## config.mk

```make
export PLATFORM = sky130hd
export DESIGN_NAME = switch_debouncer_flat
export DESIGN_NICKNAME = d
export VERILOG_FILES = /design/src/rtl/switch_debouncer_pkg.sv /design/src/rtl/switch_debouncer_if.sv /design/src/rtl/switch_debouncer_debounce_bit.sv /design/src/rtl/switch_debouncer.sv /design/src/flat_wrapper.sv
export SDC_FILE = /design/constraint.sdc
export NUM_CORES = 1
export LEC_CHECK = 0
export CAP_MARGIN = 20
export CORE_UTILIZATION = 45
export CTS_CLUSTER_DIAMETER = 50
export CTS_CLUSTER_SIZE = 40
export DETAILED_ROUTE_END_ITERATION = 8
export HOLD_SLACK_MARGIN = 0.1
export PLACE_DENSITY = 0.59
export SYNTH_ARGS = -nofsm -noshare
export SYNTH_HDL_FRONTEND = slang
export SYNTH_SLANG_ARGS = --single-unit
```

## constraint.sdc

```tcl
create_clock -name clk -period 3.4 [get_ports clk]
set_input_delay 0.51 -clock clk [delete_from_list [all_inputs] [get_ports clk]]
set_output_delay 0.51 -clock clk [all_outputs]
set_load 0.01 [all_outputs]
```

## src/rtl/switch_debouncer_pkg.sv

```systemverilog
// Shared types and defaults for the DIP-switch debouncer.
package switch_debouncer_pkg;

  typedef enum logic {
    STABLE   = 1'b0,
    COUNTING = 1'b1
  } db_state_t;

  // 5 ms of stable input at the 48 MHz HSOSC clock.
  localparam int unsigned DEFAULT_DEBOUNCE_CYCLES = 240000;

  function automatic int unsigned db_cnt_width(input int unsigned cycles);
    return $clog2(cycles + 1);
  endfunction

endpackage

```

## src/rtl/switch_debouncer_if.sv

```systemverilog
// Switch bundle: raw pins in, debounced levels and edge pulses out.
interface switch_debouncer_if #(
  parameter int unsigned WIDTH = 4
);

  logic [WIDTH-1:0] s_raw;
  logic [WIDTH-1:0] s_db;
  logic [WIDTH-1:0] s_rise;
  logic [WIDTH-1:0] s_fall;

  modport master (
    output s_raw,
    input  s_db,
    input  s_rise,
    input  s_fall
  );

  modport slave (
    input  s_raw,
    output s_db,
    output s_rise,
    output s_fall
  );

endinterface

```

## src/rtl/switch_debouncer_debounce_bit.sv

```systemverilog
// One switch bit: 2-flop synchronizer, STABLE/COUNTING FSM with run counter,
// and optional edge-pulse flops (SW_DEBOUNCE_EDGE_EN).
module debounce_bit
  import switch_debouncer_pkg::*;
#(
  parameter int unsigned DEBOUNCE_CYCLES = DEFAULT_DEBOUNCE_CYCLES,
  parameter int unsigned CNT_W           = db_cnt_width(DEBOUNCE_CYCLES)
) (
  input  logic clk,
  input  logic reset,
  input  logic raw,
  output logic db,
  output logic rise,
  output logic fall
);

  localparam logic [CNT_W-1:0] CNT_LAST = CNT_W'(DEBOUNCE_CYCLES - 1);

  logic             sync_1;
  logic             sync_2;
  db_state_t        state;
  db_state_t        state_nx;
  logic [CNT_W-1:0] cnt;
  logic [CNT_W-1:0] cnt_nx;
  logic             update;

  always_ff @(posedge clk or posedge reset) begin
    if (reset) begin
      sync_1 <= 1'b0;
      sync_2 <= 1'b0;
    end else begin
      sync_1 <= raw;
      sync_2 <= sync_1;
    end
  end

  always_ff @(posedge clk or posedge reset) begin
    if (reset) begin
      state <= STABLE;
      cnt   <= '0;
      db    <= 1'b0;
    end else begin
      state <= state_nx;
      cnt   <= cnt_nx;
      if (update) begin
        db <= sync_2;
      end
    end
  end

  always_comb begin
    state_nx = state;
    cnt_nx   = cnt;
    update   = 1'b0;
    case (state)
      STABLE: begin
        if (sync_2 != db) begin
          state_nx = COUNTING;
          cnt_nx   = CNT_W'(1);
        end else begin
          cnt_nx = '0;
        end
      end
      COUNTING: begin
        if (sync_2 == db) begin
          // A bounce back to the current level throws away the partial run.
          state_nx = STABLE;
          cnt_nx   = '0;
        end else if (cnt == CNT_LAST) begin
          update   = 1'b1;
          state_nx = STABLE;
          cnt_nx   = '0;
        end else begin
          cnt_nx = cnt + CNT_W'(1);
        end
      end
      default: begin
        state_nx = STABLE;
        cnt_nx   = '0;
      end
    endcase
  end

`ifdef SW_DEBOUNCE_EDGE_EN
  // Pulses land on the same edge that loads the new level into db.
  always_ff @(posedge clk or posedge reset) begin
    if (reset) begin
      rise <= 1'b0;
      fall <= 1'b0;
    end else begin
      rise <= update & sync_2;
      fall <= update & ~sync_2;
    end
  end
`else
  assign rise = 1'b0;
  assign fall = 1'b0;
`endif

endmodule

```

## src/rtl/switch_debouncer.sv

```systemverilog
// Debounces WIDTH asynchronous DIP-switch pins into clean levels for the LED
// logic. Define SW_DEBOUNCE_EDGE_EN to get registered rise/fall pulses.
module switch_debouncer
  import switch_debouncer_pkg::*;
#(
  parameter int unsigned WIDTH           = 4,
  parameter int unsigned DEBOUNCE_CYCLES = DEFAULT_DEBOUNCE_CYCLES
) (
  input  logic                clk,
  input  logic                reset,
  switch_debouncer_if.slave   sw
);

  localparam int unsigned CNT_W = db_cnt_width(DEBOUNCE_CYCLES);

  if (DEBOUNCE_CYCLES < 2) begin : g_bad_cycles
    $error("switch_debouncer: DEBOUNCE_CYCLES must be >= 2");
  end

  logic [WIDTH-1:0] db_vec;
  logic [WIDTH-1:0] rise_vec;
  logic [WIDTH-1:0] fall_vec;

  for (genvar i = 0; i < int'(WIDTH); i++) begin : g_bit
    debounce_bit #(
      .DEBOUNCE_CYCLES (DEBOUNCE_CYCLES),
      .CNT_W           (CNT_W)
    ) u_bit (
      .clk   (clk),
      .reset (reset),
      .raw   (sw.s_raw[i]),
      .db    (db_vec[i]),
      .rise  (rise_vec[i]),
      .fall  (fall_vec[i])
    );
  end

  assign sw.s_db   = db_vec;
  assign sw.s_rise = rise_vec;
  assign sw.s_fall = fall_vec;

endmodule

```

## src/flat_wrapper.sv

```systemverilog
// flat-port wrapper written by rule: the top's interface ports become plain ports
module switch_debouncer_flat import switch_debouncer_pkg::*;
#(
  parameter int unsigned WIDTH           = 4,
  parameter int unsigned DEBOUNCE_CYCLES = DEFAULT_DEBOUNCE_CYCLES
)
  (clk, reset, sw_s_raw, sw_s_db, sw_s_rise, sw_s_fall);
  switch_debouncer_if #(.WIDTH(WIDTH)) sw_i ();
  input  logic clk;
  input  logic reset;
  input wire logic [$bits(sw_i.s_raw)-1:0] sw_s_raw;
  output wire logic [$bits(sw_i.s_db)-1:0] sw_s_db;
  output wire logic [$bits(sw_i.s_rise)-1:0] sw_s_rise;
  output wire logic [$bits(sw_i.s_fall)-1:0] sw_s_fall;
  assign sw_i.s_raw = sw_s_raw;
  assign sw_s_db = sw_i.s_db;
  assign sw_s_rise = sw_i.s_rise;
  assign sw_s_fall = sw_i.s_fall;
  switch_debouncer #(.WIDTH(WIDTH), .DEBOUNCE_CYCLES(DEBOUNCE_CYCLES)) u_core (.clk(clk), .reset(reset), .sw(sw_i));
endmodule
```

Word-level counts from Yosys, hierarchy flattened. Cells that the tools add are included.

Register bits: 88. Word-level logic and storage cells: 84.

Add/subtract/negate cells: 4. Eq/ne operators: 12. Multiplexer cells: 44. Bitwise logic cells: 4.

Operators by type and width (number): two-way mux 18 bit (8); one-hot mux 18 bit (2 select lines) (4); adder 18 x 1 -> 18 bit, second input constant (4); == test 18 bit, second input constant (4); two-way mux 1 bit (28); one-hot mux 1 bit (2 select lines) (4); == test 1 bit (4); != test 1 bit (4); inverter 1 bit (4).

Depth between registers and ports, before layout. Gate-level depths: netlist of run 1.

Word-level depth: 4. Depth in mapped cells: 7. Gate-level depth less buffers: 5.

Hierarchy. A second synthesis of run 1 with hierarchy kept.

Cell total of the unflattened synthesis: 420. Area, all modules: 4359.2 µm².

Modules (own cells, without submodules): debounce_bit (instances 4, cells each 105, area an instance 1089.8 µm², seq. area each 550.5 µm²).

Worst setup path before layout of run 1. No wires, ideal clock.

Kind: flip-flop to flip-flop. Start point: reg u_core.g_bit[1].u_bit.cnt[0]. End point: reg u_core.g_bit[1].u_bit.cnt[10]. Setup time: 132 ps. Data arrival time: 1703 ps. Data required time: 3268 ps. Slack: 1565 ps. Cell stages (with the launch flop): 8. Path buffers: 2. Period minus slack after synthesis: 1835 ps. Cells stage by stage: dfrtp_1 ha_1 and3_1 clkbuf_1 nand4_1 o21bai_1 clkbuf_1 nor2_1.

Word-level cells in the longest chain between the ends: 4. Elaborated cells on any way between the ends: 5.

RTL lines: start: declaration (RTL line switch_debouncer_debounce_bit.sv:23) `logic [CNT_W-1:0] cnt;`; start signal: assignment (RTL line switch_debouncer_debounce_bit.sv:44) `cnt <= cnt_nx;`; adder 18 x 1 -> 18 bit / == test 18 bit (equally long branches) (RTL line switch_debouncer_debounce_bit.sv:74, switch_debouncer_debounce_bit.sv:69); two-way mux 18 bit * (RTL line switch_debouncer_debounce_bit.sv:69) `end else if (cnt == CNT_LAST) begin`; two-way mux 18 bit * (RTL line switch_debouncer_debounce_bit.sv:65) `if (sync_2 == db) begin`; one-hot mux 18 bit (2 select lines) * (RTL line switch_debouncer_debounce_bit.sv:55) `case (state)`; named net u_core.g_bit[1].u_bit.cnt_nx[10] (RTL line switch_debouncer_debounce_bit.sv:24) `logic [CNT_W-1:0] cnt_nx;`.

The timed path passes the listed nets; every way through them passes the cells marked *. A chain may end at the register's enable or synchronous reset.

Final worst setup path of run 1.
Start point: reg u_core.g_bit[0].u_bit.cnt[0]. End point: reg u_core.g_bit[0].u_bit.cnt[13].

Word-level cells in the longest chain between the ends: 4. Elaborated cells on any way between the ends: 5.

RTL lines (RTL line): start: declaration (switch_debouncer_debounce_bit.sv:23); start signal: assignment (switch_debouncer_debounce_bit.sv:44); adder 18 x 1 -> 18 bit / == test 18 bit (equally long branches) (switch_debouncer_debounce_bit.sv:74, switch_debouncer_debounce_bit.sv:69); two-way mux 18 bit * (switch_debouncer_debounce_bit.sv:69); two-way mux 18 bit * (switch_debouncer_debounce_bit.sv:65); one-hot mux 18 bit (2 select lines) * (switch_debouncer_debounce_bit.sv:55); named net u_core.g_bit[0].u_bit.cnt_nx[13] (switch_debouncer_debounce_bit.sv:24).

Marks and branches as above.

==> results of run 1 <==
-- how the worst max path moves through the flow --
stage	startpoint	end	slack, ns	cells past startpoint
floorplan	reset	u_core.g_bit[0].u_bit.cnt[0]$_DFF_PP0_	0.61	1
detailed placement	u_core.g_bit[0].u_bit.cnt[0]$_DFF_PP0_	u_core.g_bit[0].u_bit.cnt[2]$_DFF_PP0_	1.29	6
global placement	u_core.g_bit[0].u_bit.cnt[0]$_DFF_PP0_	u_core.g_bit[0].u_bit.cnt[13]$_DFF_PP0_	1.35	6
global route	u_core.g_bit[1].u_bit.cnt[0]$_DFF_PP0_	u_core.g_bit[1].u_bit.cnt[7]$_DFF_PP0_	1.14	6
finish	u_core.g_bit[0].u_bit.cnt[0]$_DFF_PP0_	u_core.g_bit[0].u_bit.cnt[13]$_DFF_PP0_	1.29	6
CTS	u_core.g_bit[0].u_bit.cnt[0]$_DFF_PP0_	u_core.g_bit[0].u_bit.cnt[13]$_DFF_PP0_	1.27	6
-- state kept, by name (all words and copies together) (netlist names) --
register	cells
u_core.g_bit.u_bit.sync_1	4
u_core.g_bit.u_bit.state	4
u_core.g_bit.u_bit.sync_2	4
u_core.g_bit.u_bit.cnt	72
u_core.g_bit.u_bit.db	4
-- layout make-up --
cell class | instances | area [um^2]
fillers | 840 | 4522
flip-flops and latches | 88 | 2202
multi-input cells | 308 | 1944
clock buffers | 12 | 165.2
well taps | 129 | 161.4
repair buffers | 14 | 140.1
clock inverters | 4 | 58.81
inverters | 12 | 46.29
-- per-layer routing --
layer	wire length (um)	vias to the layer above	track usage, %	share of wire (%)
met4	113	0	6.222	1.5
met3	218	12	4.287	2.8
li1	-	1516	-	-
met2	3574	29	27.67	46
met5	0	-	0	0
met1	3827	1489	23.44	49
-- report_power, final --
| part | switching, uW | total [uW] | internal [uW] |
|---|---|---|---|
| Clock | 379 | 788 | 409 |
| Sequential | 11.2 | 1070 | 1060 |
| Combinational | 46.8 | 68.6 | 21.7 |
-- critical path: cells and delay by family (launching register included) --
kind                     cells  cell delay, ns
buffers and inverters        1            0.28
AND/OR/NAND/NOR              2            0.44
flip-flops                   1            0.37
AO/OA/AOI/OAI                2            0.68
adder cells (fa/ha/maj)      1            0.22
-- logic make-up (layout without fill, tap and decap cells) --
family	after synthesis	count (layout)	share of synthesized area [%]
compound gates	38	38	5.254
other cells	1	8	0.08748
xor+xnor	55	55	11.24
buf+inv	32	42	3.882
mux	4	4	1.051
simple gates	199	199	25.95
flops	88	88	51.37
fa+ha+maj	4	4	1.168
-- stage by stage --
step           hold slack, ns  area, um^2  util [%]  total power, uW  setup WS, ns
5_1_grt                0.3592        4718     51.06             2011         1.143
3_5_place_dp           0.3365        4494     48.64             1162         1.287
6_report               0.3540        4718     51.06             1927         1.294
3_3_place_gp           0.3318        4494     48.64             1161         1.350
4_1_cts                0.3543        4718     51.06             1961         1.272
2_1_floorplan          0.3312        4313         -             1143        0.6114
-- placed cells by master (no fill, tap or decap), types with 4 or more instances in the layout --
cell             Yosys  routed
nor2_1              58      58
nor4b_1              5       5
mux2_2               4       4
and3_1               8       8
conb_1               1       8
xnor2_1             30      30
a21oi_1             15      15
xor2_1              25      25
and4_1               9       9
nand3_1             29      29
nand4_1             22      22
or3_1                7       7
ha_1                 4       4
o21ai_0             10      10
clkdlybuf4s50_1      0       9
inv_1               12      11
clkbuf_8             0      12
nor4_1               9       9
buf_4               12       4
nand2_1             17      17
a211oi_1             4       4
nor3_1               8       8
dfrtp_1             88      88
==> metrics.cfg, run 1 <==
[clocking]
insertion_delay_ns=0.36
cts_setup_buffers=0
numCtsBuffers=9
cts_root_buf=clkbuf_8
post_cts_resize_count=0
cts_sinks=88
cts_tree=done
cts.path.max_buffers=2
clk_pin_slew_ns=0.09
hold_buffers=0
htreeDepth=3

[timing]
rsz0062_at_grt=false
tightest_slew_ns=0.7367
slew_violations=0
finalSetupViolations=0
slew_headroom_pct=50.67
min_period_over_period_pct=61.93
hold_viol=0
fmax_ghz=0.4749
period_needed_ns=2.106
tns_ns=0
fin_skew_ns=0.009402

[grt]
grt_use_total_pct=17.47
overflow=0
grt_pass1_vias=3000
grt_max_degree=59
grt_pass1_wl_mm=13.73
antenna_found_initial=0

[drt]
wl_mm=7.733
ant_nets=0
dr.pass1.iters=4
routed_via_density=5.372
avgRoutedWirePerCell_um=13.64
drc=0
drt-initial-drc-count=65
vias=3046

[setup_path]
arrival_ns=2.34
critical-path-max-stage-delay_ns=0.63
rr_startpoint=u_core.g_bit[0].u_bit.cnt[0]$_DFF_PP0_
crit_required_ns=3.63
cp_max_fo=9
slowest_stage=o211ai_1
r2r_end=u_core.g_bit[0].u_bit.cnt[13]$_DFF_PP0_
criticalPathCategory=flip-flop to flip-flop
cp-end-kind=flip-flop
reg2reg_slack_ns=1.29
crit_chain=ha_1 > and4_1 > nand4_1 > o211ai_1 > buf_4 > a21oi_1
reg2reg_depth=6
critPathLaunchType=flip-flop

[placed_design]
port-buffer-count=9
detailed_place_hpwl_mm=5.218
gp_congestion=0.8214
post-place-cells=551

[finish]
syn_to_final_growth_pct=10.07
fin_nets=443
n_antenna_cell=0
layout.cells.non_filler=567
drive_above_1_share_pct=8.219

[floorplanning]
start_util_pct=46.39
chipHeight_um=99.60
dieArea_um2=9920
core_um2=9240
ios=18
fp.dieW_um=99.60
num_rows=35

[pwr]
power.density_nw_per_um2=408.5
max-vdd-ir-drop_mv=0.3154
leakagePower_uw=0.001862

[synthesis]
seq_area_frac_synth_pct=51.37
synth_cells=421
ys_types=42
syn_avg_cell_area_um2=10.18
synth_area_leader_cell=dfrtp_1
ys_warn_count=0
ys_ff_latch=88
synthTopCellsByArea=dfrtp_1 51%, xnor2_1 6.1%, xor2_1 5.1%
synth-async-reset-ratio_pct=100.0
ys_top_cells_by_count=88 x dfrtp_1, 58 x nor2_1, 30 x xnor2_1
synth_top_flop_cell=dfrtp_1
yosysTopAreaCellShare_pct=51.37
yosysMostFrequentCell=dfrtp_1
syn-cell-area_um2=4287
synth_edf_count=0

[hold_path]
hold_depth=0
hp-start=u_core.g_bit[3].u_bit.sync_1$_DFF_PP0_
hold_end=u_core.g_bit[3].u_bit.sync_2$_DFF_PP0_
hp-class=flip-flop to flip-flop

[flow_run]
drv_cap=0

[status]
status=finished, final reports clean

No activity file was read; power rests on OpenSTA's default activity.
==> run 2, diff against run 1 <==
Clock period 3.4 ns to 2.05 ns, I/O delays scaled along.
==> metrics.cfg, run 2 (synthesis results as in run 1) <==
[status]
status=finished, final reports clean

[finish]
final_cell_mix=88 x dfrtp_1, 58 x nor2_1, 30 x xnor2_1
n_antenna_cell=0  ; unchanged
largest_register=u_core.g_bit.u_bit.cnt
fin_nets=451  ; +1.8%
syn_to_final_growth_pct=11.44
drive_above_1_share_pct=9.459  ; +1.2 points
largest_register_ffs=72  ; unchanged
final_common_cell=dfrtp_1

[drt]
wl_mm=7.743  ; +0.13%
drt-initial-drc-count=86  ; +32%
vias=3122  ; +2.5%
avgRoutedWirePerCell_um=13.51  ; -0.92%
ant_nets=0  ; unchanged
drc=0  ; unchanged
routed_via_density=5.449  ; +1.4%
dr.pass1.iters=4  ; unchanged

[timing]
min_period_over_period_pct=91.37  ; +29 points
slew_violations=0  ; unchanged
rsz0062_at_grt=false
fin_skew_ns=0.01176  ; +0.002362 ns
period_needed_ns=1.873  ; -0.2324 ns
tns_ns=0  ; unchanged
hold_viol=0  ; unchanged
finalSetupViolations=0  ; unchanged
fmax_ghz=0.5339  ; +12%

[hold_path]
hp-class=primary input to asynchronous set/reset pin

[pwr]
power.density_nw_per_um2=666.3  ; +63%
max-vdd-ir-drop_mv=0.4603  ; +46%
p_sw_share_pct=21.39  ; -1.3 points
pwr-share-clk_pct=40.3  ; -0.6 points
p_total_uw=3183  ; +65%
p_sw_uw=680.8  ; +56%
leakagePower_uw=0.001893  ; +1.7%
internal-power_uw=2502  ; +68%
p_seq_share_pct=55.8  ; +0.3 points
p_comb_share_pct=3.9  ; +0.3 points

[setup_path]
arrival_ns=2.15  ; -0.19 ns
cp_num_buf_inv=0  ; -1
crit_chain=nand4_2 > or4_4 > or3_2 > a21oi_1
cp-end-kind=flip-flop
critPathLaunchType=flip-flop
crit_family=simple AND/OR/NAND/NOR gates
crit_required_ns=2.32  ; -1.31 ns
slowest_stage=or4_4
cp_max_fo=8  ; -1
critical-path-max-stage-delay_ns=0.57  ; -0.06 ns
criticalPathCategory=flip-flop to flip-flop
crit_path_start=u_core.g_bit[1].u_bit.cnt[6]$_DFF_PP0_
rr_startpoint=u_core.g_bit[1].u_bit.cnt[6]$_DFF_PP0_

[clocking]
cts_setup_buffers=0  ; unchanged
cts_root_buf=clkbuf_8
clk_pin_slew_ns=0.09  ; about the same
numCtsBuffers=9  ; unchanged
cts_tree=done
hold_buffers=0  ; unchanged
post_cts_resize_count=0  ; unchanged
insertion_delay_ns=0.35  ; about the same
htreeDepth=3  ; unchanged
cts.path.max_buffers=2  ; unchanged
cts_sinks=88  ; unchanged

[floorplanning]
dieArea_um2=9920  ; unchanged
fp.dieW_um=99.60  ; unchanged
num_rows=35  ; unchanged
chipHeight_um=99.60  ; unchanged
ios=18  ; unchanged
core_um2=9240  ; unchanged
start_util_pct=46.39  ; unchanged

[placed_design]
detailed_place_hpwl_mm=5.309  ; +1.7%
port-buffer-count=9  ; unchanged
gp_congestion=0.7645  ; -6.9%

[grt]
grt_use_total_pct=17.23  ; -0.23 points
overflow=0  ; unchanged
antenna_found_initial=0  ; unchanged
grt_pass1_wl_mm=13.59  ; -1.0%
grt_max_degree=51  ; -14%
grt_pass1_vias=2948  ; -1.7%

[flow_run]
drv_cap=0  ; unchanged

## run 2: worst register-to-register path, stage by stage (launching register included)
cell	delay [ns]
dfrtp_1	0.47
nand4_2	0.15
or4_4	0.57
or3_2	0.46
a21oi_1	0.16
## run 2: stage by stage
stage / util, % / std cells / instance area [um^2] / hold slack, ns / worst slack (ns)
2_1_floorplan: - / 428 / 4317 / 0.3312 / 0.2148
3_3_place_gp: 49.45 / 559 / 4569 / 0.3317 / 0.2399
3_5_place_dp: 49.45 / 559 / 4569 / 0.3387 / 0.2047
4_1_cts: 51.70 / 573 / 4777 / 0.2667 / 0.1790
5_1_grt: 51.70 / 573 / 4777 / 0.2759 / 0.04653
6_report: 51.70 / 573 / 4777 / 0.2714 / 0.1769
## run 2: path summary, 6_finish.rpt
path / slack (ns) / cells past startpoint / end
min in group clk: 0.35 / 0 / u_core.g_bit[2].u_bit.sync_2$_DFF_PP0_
worst max-delay path: 0.18 / 4 / u_core.g_bit[1].u_bit.cnt[15]$_DFF_PP0_
worst min-delay path: 0.27 / 2 / u_core.g_bit[2].u_bit.cnt[17]$_DFF_PP0_
worst max register to register: 0.18 / 4 / u_core.g_bit[1].u_bit.cnt[15]$_DFF_PP0_
worst min register to register: 0.35 / 0 / u_core.g_bit[2].u_bit.sync_2$_DFF_PP0_
max in group asynchronous: 1.23 / 3 / u_core.g_bit[0].u_bit.sync_2$_DFF_PP0_
## run 2: power groups by stage
stage	combinational [uW]	clock (uW)	sequential, uW
final	124	1280	1780
after global routing	146	1380	1780
after CTS	130	1330	1780
after detailed placement	129	0	1810
after global placement	126	0	1810
after floorplan	89.8	0	1810
## run 2: final cells by class
cell class / count / area [um^2]
Inverter: 12 / 48.80
Multi-Input combinational cell: 308 / 1944
Tap cell: 129 / 161.4
Fill cell: 847 / 4463
Timing Repair Buffer: 22 / 212.7
Clock inverter: 4 / 70.07
Clock buffer: 10 / 137.6
Sequential cell: 88 / 2202
## run 2: metal layers
layer | vias up | share of wire (%) | global-route usage (%)
li1 | 1524 | - | -
met1 | 1534 | 49 | 23.55
met2 | 50 | 46 | 26.92
met3 | 14 | 3.1 | 3.865
met4 | 0 | 1.5 | 6.448
met5 | - | 0 | 0
==> run 3, diff against run 2 <==
--- a/config.mk
+++ b/config.mk
@@ -14,2 +14,3 @@
 export PLACE_DENSITY = 0.59
+export SKIP_CTS_REPAIR_TIMING = 1
 export SYNTH_ARGS = -nofsm -noshare
--- a/constraint.sdc
+++ b/constraint.sdc
@@ -3,2 +3,2 @@
 set_output_delay 0.3075 -clock clk [all_outputs]
-set_load 0.01 [all_outputs]
+set_load 0.05 [all_outputs]
==> results of run 3 <==
The final DEF is identical to that of run 2. Status: finished, final reports clean.
Among the figures that moved: setup slack after layout 0.1769 ns -> 0.1385 ns; start point of the critical path u_core.g_bit[1].u_bit.cnt[6]$_DFF_PP0_ -> u_core.g_bit[3].u_bit.db$_DFFE_PP0P_; end point of the critical path u_core.g_bit[1].u_bit.cnt[15]$_DFF_PP0_ -> sw_s_db[3]; total power 3183 uW -> 3208 uW
